**src/rtl/adc_vpp_bcd_meter.sv**
```systemverilog
`default_nettype none
// ============================================================================
//  Module      : adc_vpp_bcd_meter
//  Description : Measures the peak-to-peak amplitude of an ADC sample stream
//                over a fixed window of valid samples. Scales the result to
//                10 mV units and converts it to three packed BCD digits with
//                a sequential double-dabble engine. The result is held for a
//                7-segment display. Bit 12 of the output is the clip flag.
//  Revision    : 1.0 - initial release
// ============================================================================
module adc_vpp_bcd_meter #(
    parameter int ADC_W   = 12,
    parameter int WINDOW  = 1024,
    parameter int FS_CODE = 330
) (
    input  logic             clk,
    input  logic             rst,
    input  logic             sample_valid,
    input  logic [ADC_W-1:0] sample,
    output logic [12:0]      data_out,
    output logic             meas_done
);

    localparam int            CW     = (WINDOW > 2) ? $clog2(WINDOW) : 1;
    localparam int            PW     = ADC_W + 10;
    localparam logic [CW-1:0] C_LAST = CW'(WINDOW - 1);
    localparam logic [ADC_W-1:0] C_FULL = {ADC_W{1'b1}};

    typedef enum logic [1:0] {
        ST_ACQ  = 2'd0,
        ST_MUL  = 2'd1,
        ST_BCD  = 2'd2,
        ST_LOAD = 2'd3
    } state_t;

    state_t           r_state;
    state_t           w_next;
    logic [CW-1:0]    r_cnt;
    logic [ADC_W-1:0] r_min;
    logic [ADC_W-1:0] r_max;
    logic             r_clip;
    logic [9:0]       r_val;
    logic [11:0]      r_bcd;
    logic [3:0]       r_iter;
    logic [12:0]      r_data_out;
    logic             r_meas_done;

    logic             w_acc;
    logic             w_last;
    logic [ADC_W-1:0] w_pp;
    logic [PW-1:0]    w_prod;
    logic [9:0]       w_val;
    logic [11:0]      w_adj;

    // Accept strobe: samples outside ACQ are simply dropped.
    assign w_acc  = (r_state == ST_ACQ) && sample_valid;
    assign w_last = w_acc && (r_cnt == C_LAST);

    // Scale peak-to-peak code to display LSBs; the shift discards the fraction.
    assign w_pp   = r_max - r_min;
    assign w_prod = PW'(w_pp) * PW'(FS_CODE);
    assign w_val  = 10'(w_prod >> ADC_W);

    // Double-dabble correction: each digit >= 5 gets +3 before the shift.
    always_comb begin
        w_adj = r_bcd;
        for (int d = 0; d < 3; d++) begin
            if (r_bcd[4*d +: 4] >= 4'd5) begin
                w_adj[4*d +: 4] = r_bcd[4*d +: 4] + 4'd3;
            end
        end
    end

    // State register.
    always_ff @(posedge clk or posedge rst) begin
        if (rst) begin
            r_state <= ST_ACQ;
        end else begin
            r_state <= w_next;
        end
    end

    // Next-state logic: window complete -> multiply -> 10 BCD steps -> load.
    always_comb begin
        w_next = r_state;
        case (r_state)
            ST_ACQ:  if (w_last) w_next = ST_MUL;
            ST_MUL:  w_next = ST_BCD;
            ST_BCD:  if (r_iter == 4'd9) w_next = ST_LOAD;
            ST_LOAD: w_next = ST_ACQ;
            default: w_next = ST_ACQ;
        endcase
    end

    // Window acquisition: sample count, running min/max and clip detection.
    always_ff @(posedge clk or posedge rst) begin
        if (rst) begin
            r_cnt  <= '0;
            r_min  <= '0;
            r_max  <= '0;
            r_clip <= 1'b0;
        end else if (w_acc) begin
            r_cnt <= w_last ? '0 : r_cnt + 1'b1;
            if (r_cnt == '0) begin
                r_min <= sample;
                r_max <= sample;
            end else begin
                if (sample < r_min) r_min <= sample;
                if (sample > r_max) r_max <= sample;
            end
            if ((sample == '0) || (sample == C_FULL)) begin
                r_clip <= 1'b1;
            end
        end else if (r_state == ST_LOAD) begin
            r_min  <= '0;
            r_max  <= '0;
            r_clip <= 1'b0;
        end
    end

    // Conversion engine: latch scaled value, then shift it through the BCD digits.
    always_ff @(posedge clk or posedge rst) begin
        if (rst) begin
            r_val  <= '0;
            r_bcd  <= '0;
            r_iter <= '0;
        end else if (r_state == ST_MUL) begin
            r_val  <= w_val;
            r_bcd  <= '0;
            r_iter <= '0;
        end else if (r_state == ST_BCD) begin
            r_bcd  <= {w_adj[10:0], r_val[9]};
            r_val  <= {r_val[8:0], 1'b0};
            r_iter <= r_iter + 4'd1;
        end
    end

    // Output hold register and completion pulse, updated together.
    always_ff @(posedge clk or posedge rst) begin
        if (rst) begin
            r_data_out  <= '0;
            r_meas_done <= 1'b0;
        end else begin
            r_meas_done <= (r_state == ST_LOAD);
            if (r_state == ST_LOAD) begin
                r_data_out <= {r_clip, r_bcd};
            end
        end
    end

    assign data_out  = r_data_out;
    assign meas_done = r_meas_done;

endmodule
`default_nettype wire
```
**config.mk**
```make
export PLATFORM = sky130hd
export DESIGN_NAME = adc_vpp_bcd_meter
export DESIGN_NICKNAME = d
export VERILOG_FILES = /design/src/rtl/adc_vpp_bcd_meter.sv
export SDC_FILE = /design/constraint.sdc
export NUM_CORES = 1
export LEC_CHECK = 0
export BUFFER_PORTS_ARGS = -buffer_cell sky130_fd_sc_hd__buf_2
export CAP_MARGIN = 30
export CORE_MARGIN = 1.5
export CORE_UTILIZATION = 45
export CTS_BUF_LIST = sky130_fd_sc_hd__clkbuf_2
export CTS_CLUSTER_DIAMETER = 80
export DETAILED_ROUTE_END_ITERATION = 10
export GPL_TIMING_DRIVEN = 1
export PLACE_DENSITY = 0.73
export SLEW_MARGIN = 20
export SYNTH_ARGS = -nofsm -noshare
export SYNTH_HDL_FRONTEND = slang
export SYNTH_SLANG_ARGS = --single-unit
```
**constraint.sdc**
```tcl
create_clock -name clk -period 5.1 [get_ports clk]
set_input_delay 0.765 -clock clk [delete_from_list [all_inputs] [get_ports clk]]
set_output_delay 0.765 -clock clk [all_outputs]
set_load 0.01 [all_outputs]
```
* Yosys cells after proc, flatten, opt, wreduce, memory -nomap -nowiden
Cells that the tools add are included.
** Storage, ports and cells
- Word-level logic and storage cells :: 68
- Input port bits :: 15
- Bits in registers :: 77
** Operators by class
- $add $sub $neg :: 6
- Order comparisons :: 5
- Equal/unequal tests :: 11
- Multiplexer cells :: 23
- Multipliers :: 1
- Reduce and logical (&&, ||, !) cells :: 12
** Operators by type and width (count)
- $mux 12 :: 9
- $mux 10 :: 3
- $mul 12x8->20 const B :: 1
- $mux 4 :: 4
- $eq 12x12->1 const B :: 1
- $ge 4x3->1 const B :: 3
- $gt 12x12->1 :: 1
- $logic_not 12->1 :: 1
- $lt 12x12->1 :: 1
- $sub 12x12->12 :: 1
- $add 10x1->10 const B :: 1
- $eq 10x10->1 const B :: 1
- $logic_not 10->1 :: 1
- $add 4x2->4 const B :: 2
- $pmux 2 s4 :: 1
- $reduce_and 2->1 :: 4
- $ne 3x1->1 const B :: 2
- $add 4x1->4 const B :: 1
- $eq 2x2->1 const B :: 2
- $eq 4x4->1 const B :: 1
- $mux 2 :: 2
- $ne 2x2->1 const B :: 2
- $reduce_bool 2->1 :: 2
- $add 3x2->3 const B :: 1
- 7 further kinds :: 10

* Longest topological paths before layout
Gate-level depths: netlist of the first run.
- Depth in word-level cells :: 5
- Gate-level depth with buffers :: 22
- Mapped depth without buffers :: 22

* Worst setup path after synthesis of the first run
No wires, ideal clock.
- Path kind :: register to register
- Start point :: register r_max[0]
- End point :: register r_val[7]
- Path slack :: -0.071 ns
- Data arrival time :: 5.045 ns
- Stages on the path, launching flop included :: 23
- Path buffers :: 0
- Period minus slack after synthesis :: 5.171 ns
- Library setup time :: 0.126 ns
- Cells stage by stage :: dfrtp_1 -> inv_1 -> ha_1 -> inv_1 -> fa_1 -> a21o_1 -> a21oi_1 -> o211ai_1 -> xnor2_1 -> inv_1 -> ha_1 -> inv_1 -> fa_1 -> fa_1 -> inv_1 -> ha_1 -> ha_1 -> a21oi_1 -> a21oi_1 -> a221oi_1 -> and3_1 -> nor3_1 -> a311o_1
** On the way
- Longest elaborated chain between the ends :: 3
** RTL lines
- start: declaration :: line 40 : logic [ADC_W-1:0] r_max;
- start signal: assignment :: line 106 : r_max <= sample;
- start signal: assignment :: line 109 : if (sample > r_max) r_max <= sample;
- $sub 12x12->12 :: line 60 : assign w_pp = r_max - r_min;
- $mul 12x8->20 :: line 61 : assign w_prod = PW'(w_pp) * PW'(FS_CODE);
- $mux 10 :: line 127 : end else if (r_state == ST_MUL) begin
- end signal: assignment :: line 128 : r_val <= w_val;
- end signal: assignment :: line 133 : r_val <= {r_val[8:0], 1'b0};
- end: declaration :: line 42 : logic [9:0] r_val;
Every way passes these cells.
A chain may end at the register's enable or synchronous reset.

* Worst setup path in the final report of the first run
- Start point :: register r_min[1]
- End point :: register r_val[7]
** On the way
- Longest elaborated chain between the ends :: 3
** RTL lines
- start: declaration :: line 39 : logic [ADC_W-1:0] r_min;
- start signal: assignment :: line 105 : r_min <= sample;
- start signal: assignment :: line 108 : if (sample < r_min) r_min <= sample;
- $sub 12x12->12 :: line 60
- $mul 12x8->20 :: line 61
- $mux 10 :: line 127
Every way passes these cells.

==> impl_metrics.toml, run 1 <==
[cts]
cts_buffers = 9
cts_sinks = 77
cts_hold_buf = 0
htreeDepth = 3
path_clk_slew_ps = 230
clk_latency_ps = 550
max-clock-path-buffers = 2
cts_root_buf = "clkbuf_2"
cts_tree = "done"

[logic_synthesis]
synth_nets = 734
avgSynthCellArea_um2 = 9.81
synth_edf_count = 0
synth_cells = 603
synth-seq-cells = 77
yosysTopAreaCell = "dfrtp_1"
synth.top_cells.by_area = "dfrtp_1, ha_1, inv_1, fa_1, a22o_1"
synth_top_cell_area_share_pct = 32.6
synthArstFlopShare_pct = 100
yosysUniqueCellTypes = 55
ys.flop_type = "dfrtp_1"
synth_seq_area_share_pct = 32.6
yosysMostFrequentCell = "ha_1"
syn_area_um2 = 5920
yosysWarnings = 0
synth_common_cells = "ha_1, inv_1, dfrtp_1"

[global_route]
grt.total_usage_pct = 18.7
grt_util_met2_pct = 30.7
grt_pass1_vias = 4743
grt_max_degree = 78
antenna_found_initial = 0
gr-usage-met3_pct = 3.39
grt-ovfl-total = 0
grt_pass1_wl_um = 21700
met1_usage_pct = 24.5
grt-busiest-layer = "met2"

[final_layout]
fillCellCount = 1116
fin_nets = 780
post-route-cell-area_um2 = 6900
multi_input_area_um2 = 4050
diodes = 0
syn2layout_area_growth_pct = 16.7
seq_area_um2 = 1930
drive_gt1_share_pct = 19.8
fin_cells = 825

[placement]
dp_hpwl_um = 9410
dp_cells = 805
port_buffers = 28
place.gp.congestion = 0.842
place_area_um2 = 6340
dp_slack_ps = -136

[timing]
hold_viol = 0
clock_skew_ps = 21.6
timing.slew.headroom_pct = 28.8
fin_ws_ps = -5.48
maxSlewViolCount = 0
timing.final.crit_share_pct = 100
max_freq_mhz = 196
layout_min_cycle_time_ps = 5110
tightest_slew_ps = 1060
setup_viol = 1

[setup_path]
critPathMaxFanout = 3
arrival_ps = 5570
reg2reg_depth = 20
crit_type = "flip-flop to flip-flop"
cp-end-kind = "flip-flop"
start_kind = "flip-flop"
reg2reg_slack_ps = -5
path_cells = "inv_1, ha_1, nor2b_1, o21a_1, o21a_2, o41a_1, buf_4, a211oi_4, a211oi_4, fa_1, fa_1, inv_1, ha_4, ha_4, a21oi_4, a211o_1, a21o_1, a21oi_2, nor3_1, a311o_1"
crit_slowest_cell = "fa_1"
path_buf_inv = 3
reg2reg_to = "r_val[7]$_DFFE_PP0P_"
crit_family = "compound AO/OA/AOI/OAI gates"
max_stage_delay_ps = 570
r2r_start = "r_min[1]$_DFFE_PP0P_"
cp_data_required_time_ps = 5570
crit_cells = 20

[floorplan]
die_h_um = 118
initial_utilization_pct = 46.5
row_count = 41
dieArea_um2 = 13800
die_w_um = 118
core_um2 = 12700
io_pins = 29

[route]
vias = 4765
drc = 0
drt_iter0_drc = 259
wire_per_inst_um = 16.6
ant_nets = 0
drt_first_pass_iters = 5
viasPerCell = 5.78
wirelength_um = 13700

[flow_run]
maxCapViolCount = 0

[run_status]
status = "finished, violations left"
violations = "negative setup slack"

[hold_path]
hold_path.class = "primary input to async pin"
[worst reg2reg max path: stages, from the launching register on]
cell,delay [ps]
dfrtp_1,430
inv_1,100
ha_1,240
nor2b_1,130
o21a_1,190
o21a_2,220
o41a_1,410
buf_4,170
a211oi_4,270
a211oi_4,80
fa_1,550
fa_1,570
inv_1,90
ha_4,250
ha_4,270
a21oi_4,60
a211o_1,290
a21o_1,190
a21oi_2,200
nor3_1,60
a311o_1,270
[registers in the layout (all words and copies together) (netlist names)]
register / flops
meas_done: 1
r_val: 10
r_min: 12
r_max: 12
r_cnt: 10
data_out: 13
r_bcd: 12
r_clip: 1
r_state: 2
r_iter: 4
[cell type report]
cell class,instances,share of cell area [%]
sequential,77,27.9
clock buffer,9,0.653
multi-input combinational,430,58.6
timing repair buffer,49,4.66
tap,172,3.12
inverter,82,4.46
clock inverter,6,0.562
[per-stage QoR]
stage / util (%) / hold slack, ps / TNS (ps)
final: 54.3 / 227 / -5.48
after global routing: 54.3 / 196 / -721
after CTS: 50.9 / 483 / 0
after detailed placement: 49.8 / 487 / -242
after global placement: 49.8 / 476 / -1.46
after floorplan: - / 457 / 0
[placed cells by master, fill, tap and decap left out, types with 3 or more instances in the layout]
master and n:
ha_1 82, inv_1 81, dfrtp_1 77, nand2_1 34
buf_2 28, a21oi_1 27, nor2_1 24, a22o_1 24
ha_4 19, buf_4 19, o21ai_0 16, nand4_1 16
mux2_2 15, xnor2_1 14, a21o_1 13, fa_1 13
o22ai_1 12, nand3_1 9, clkbuf_2 9, nor3_1 8
xor2_1 8, nor2b_1 6, o31ai_1 6, nor4_1 5
o211ai_1 5, nand2b_1 5, and3_1 4, a21oi_2 4
a32o_1 3, a21oi_4 3, mux2i_1 3, o221ai_1 3
[timing repair]
action | in CTS | in global routing
pin swaps | 0 | 24
setup endpoints to repair | 5 | 8
buffers inserted | 0 | 4
endpoints found under the hold margin | 0 | 0
gates resized for setup | 8 | 47
[logic make-up (layout without fill, tap and decap cells)]
logic type      count (synthesis)  count (layout)  share of synthesized area (%)
xor+xnor                       28              28                           4.15
flops                          77              77                           32.6
buf+inv                        96             146                           6.20
mux                            18              18                           3.36
compound gates                143             143                           17.0
fa+ha+maj                     116             116                           26.3
simple gates                  125             125                           10.4
[worst max-delay path by stage]
stage,startpoint,slack [ps],to
after global routing,r_max[0]$_DFFE_PP0P_,-180,r_val[7]$_DFFE_PP0P_
after global placement,r_max[0]$_DFFE_PP0P_,-1,r_val[7]$_DFFE_PP0P_
after floorplan,r_max[0]$_DFFE_PP0P_,20,r_val[7]$_DFFE_PP0P_
final,r_min[1]$_DFFE_PP0P_,-5,r_val[7]$_DFFE_PP0P_
after detailed placement,r_min[1]$_DFFE_PP0P_,-140,r_val[7]$_DFFE_PP0P_
after CTS,r_max[0]$_DFFE_PP0P_,9,r_val[5]$_DFFE_PP0P_
[metal layers]
| metal | vias to the layer above | routed length [um] | part of all wire (%) |
|---|---|---|---|
| met4 | 0 | 335 | 2.4 |
| met2 | 125 | 6890 | 50 |
| met3 | 35 | 546 | 4.0 |
| li1 | 2245 | - | - |
| met1 | 2360 | 5910 | 43 |
| met5 | - | 0 | 0 |
Power of run 1 is not shown: default switching activity piles up to over one toggle a cycle in this logic, so the estimate is an artifact.
==> run 2, diff against run 1 <==
--- a/config.mk
+++ b/config.mk
@@ -8,12 +8,12 @@
 export BUFFER_PORTS_ARGS = -buffer_cell sky130_fd_sc_hd__buf_2
 export CAP_MARGIN = 30
 export CORE_MARGIN = 1.5
-export CORE_UTILIZATION = 45
+export CORE_UTILIZATION = 39
 export CTS_BUF_LIST = sky130_fd_sc_hd__clkbuf_2
 export CTS_CLUSTER_DIAMETER = 80
 export DETAILED_ROUTE_END_ITERATION = 10
 export GPL_TIMING_DRIVEN = 1
-export PLACE_DENSITY = 0.73
+export PLACE_DENSITY = 0.66
 export SLEW_MARGIN = 20
 export SYNTH_ARGS = -nofsm -noshare
 export SYNTH_HDL_FRONTEND = slang
==> run 2 against run 1 <==
Compared with the run above: the flow now finishes without violations; cell count grew 2.5%; core utilization shrank 8.7 points; global-route usage shrank 2.2 points; flip-flop and latch count is the same; critical path depth is the same; fmax grew 2.6%; die area grew 15%; wire length shrank 7.9%; non-clock buffer count grew 9; worst hold slack gained 89 ps; sequential share of layout area grew 0.86 points; critical path type unchanged; critical endpoint is now r_val[4]$_DFFE_PP0P_.
==> impl_metrics.toml, run 2 (synthesis gave the netlist of run 1 again) <==
[setup_path]
reg2reg_to = "r_val[4]$_DFFE_PP0P_"
reg2reg_slack_ps = 130
max_stage_delay_ps = 520
start_kind = "flip-flop"
reg2reg_depth = 20
crit_slowest_cell = "fa_1"
r2r_start = "r_min[1]$_DFFE_PP0P_"
cp-end-kind = "flip-flop"
crit_type = "flip-flop to flip-flop"
critPathMaxFanout = 4
cp_common_cell = "ha_1"
arrival_ps = 5430
path_cells = "inv_1, ha_1, nor2b_1, o21a_1, o21a_2, o41a_1, a21o_1, buf_4, xnor2_2, fa_1, fa_1, inv_1, ha_1, ha_1, nand4_1, and3_2, and2_1, o21ai_2, mux2i_1, o221ai_1"
cp_data_required_time_ps = 5560

[run_status]
status = "finished, final reports clean"

[route]
drc = 0
ant_nets = 0
vias = 4566
wire_per_inst_um = 14.9
drt_iter0_drc = 394
viasPerCell = 5.40
drt_first_pass_iters = 4
wirelength_um = 12600

[global_route]
grt_pass1_vias = 4623
grt_pass1_wl_um = 21500
grt_max_degree = 41
antenna_found_initial = 1
grt.total_usage_pct = 16.5
grt-ovfl-total = 0

[floorplan]
initial_utilization_pct = 40.2
dieArea_um2 = 15900
io_pins = 29
core_um2 = 14700
row_count = 44
die_w_um = 126
die_h_um = 126

[timing]
max_freq_mhz = 201
timing.final.crit_share_pct = 97.5
maxSlewViolCount = 0
timing.slew.headroom_pct = 39.7
layout_min_cycle_time_ps = 4970
clock_skew_ps = 34.3
hold_viol = 0
setup_viol = 0
tightest_slew_ps = 894

[final_layout]
largest_reg_flops = 13
drive_gt1_share_pct = 16.9
final_common_cell = "ha_1"
multi_input_area_um2 = 3760
final_cell_mix = "ha_1, inv_1, dfrtp_1"
post-route-util_pct = 45.6
fillCellCount = 1337
post-route-cell-area_um2 = 6700
fin_nets = 789
seq_area_um2 = 1930
syn2layout_area_growth_pct = 13.2

[hold_path]
hold_path.class = "primary input to async pin"

[placement]
dp_hpwl_um = 9550
place_area_um2 = 6390
place.gp.congestion = 0.845
port_buffers = 28

[cts]
max-clock-path-buffers = 2
cts_sinks = 77
cts_root_buf = "clkbuf_2"
path_clk_slew_ps = 220
cts_buffers = 9
clk_latency_ps = 570
htreeDepth = 3
cts_tree = "done"

[flow_run]
maxCapViolCount = 0
==> run 2: per-layer routing <==
| layer | global-route usage [%] | vias up | share of wire, % |
|---|---|---|---|
| met5 | 0 | - | 0 |
| met4 | 5.68 | 0 | 2.1 |
| met3 | 3.95 | 23 | 3.2 |
| met2 | 27.2 | 85 | 47 |
| met1 | 21.3 | 2192 | 47 |
| li1 | - | 2266 | - |
==> run 2: critical path: cells and delay by family, from the launching register on <==
family	cells	cell delay, ps
buf+inv	3	270
compound gates	6	1290
flops	1	380
simple gates	4	660
mux	1	220
xor+xnor	1	220
fa+ha+maj	5	1840
==> run 2: stage by stage <==
stage               hold WS [ps]  cells  setup TNS (ps)  setup slack [ps]
finish                       316    846               0               126
global route                 325    846            -109             -68.8
CTS                          301    838               0              26.0
detailed placement           482    822            -638              -251
global placement             477    821           -78.4             -78.4
floorplan                    457    603               0              19.2
==> run 2: final cells by class <==
class | instances | share of cell area [%]
Antenna cell | 1 | 0.0374
Inverter | 82 | 4.60
Clock inverter | 4 | 0.766
Multi-Input combinational cell | 430 | 56.2
Clock buffer | 10 | 0.747
Sequential cell | 77 | 28.8
Tap cell | 184 | 3.44
Timing Repair Buffer | 58 | 5.45
==> run 2: worst max-delay path by stage <==
stage / startpoint / end / slack, ps / depth (start not counted)
6_report: r_min[1]$_DFFE_PP0P_ / r_val[4]$_DFFE_PP0P_ / 130 / 20
5_1_grt: r_min[1]$_DFFE_PP0P_ / r_val[4]$_DFFE_PP0P_ / -70 / 20
4_1_cts: r_max[1]$_DFFE_PP0P_ / r_val[4]$_DFFE_PP0P_ / 30 / 21
3_5_place_dp: r_max[0]$_DFFE_PP0P_ / r_val[7]$_DFFE_PP0P_ / -250 / 20
3_3_place_gp: r_max[0]$_DFFE_PP0P_ / r_val[7]$_DFFE_PP0P_ / -80 / 21
2_1_floorplan: r_max[0]$_DFFE_PP0P_ / r_val[7]$_DFFE_PP0P_ / 20 / 22
==> run 2: repair_timing <==
action | CTS | global route
resized for setup | 9 | 16
pin swaps | 2 | 15
buffers inserted | 2 | 6
hold buffers | 0 | 0
endpoints found under the setup margin | 5 | 7
hold endpoints to repair | 0 | 0
gates cloned | 0 | 0
Power of run 2 is left out for the same reason.
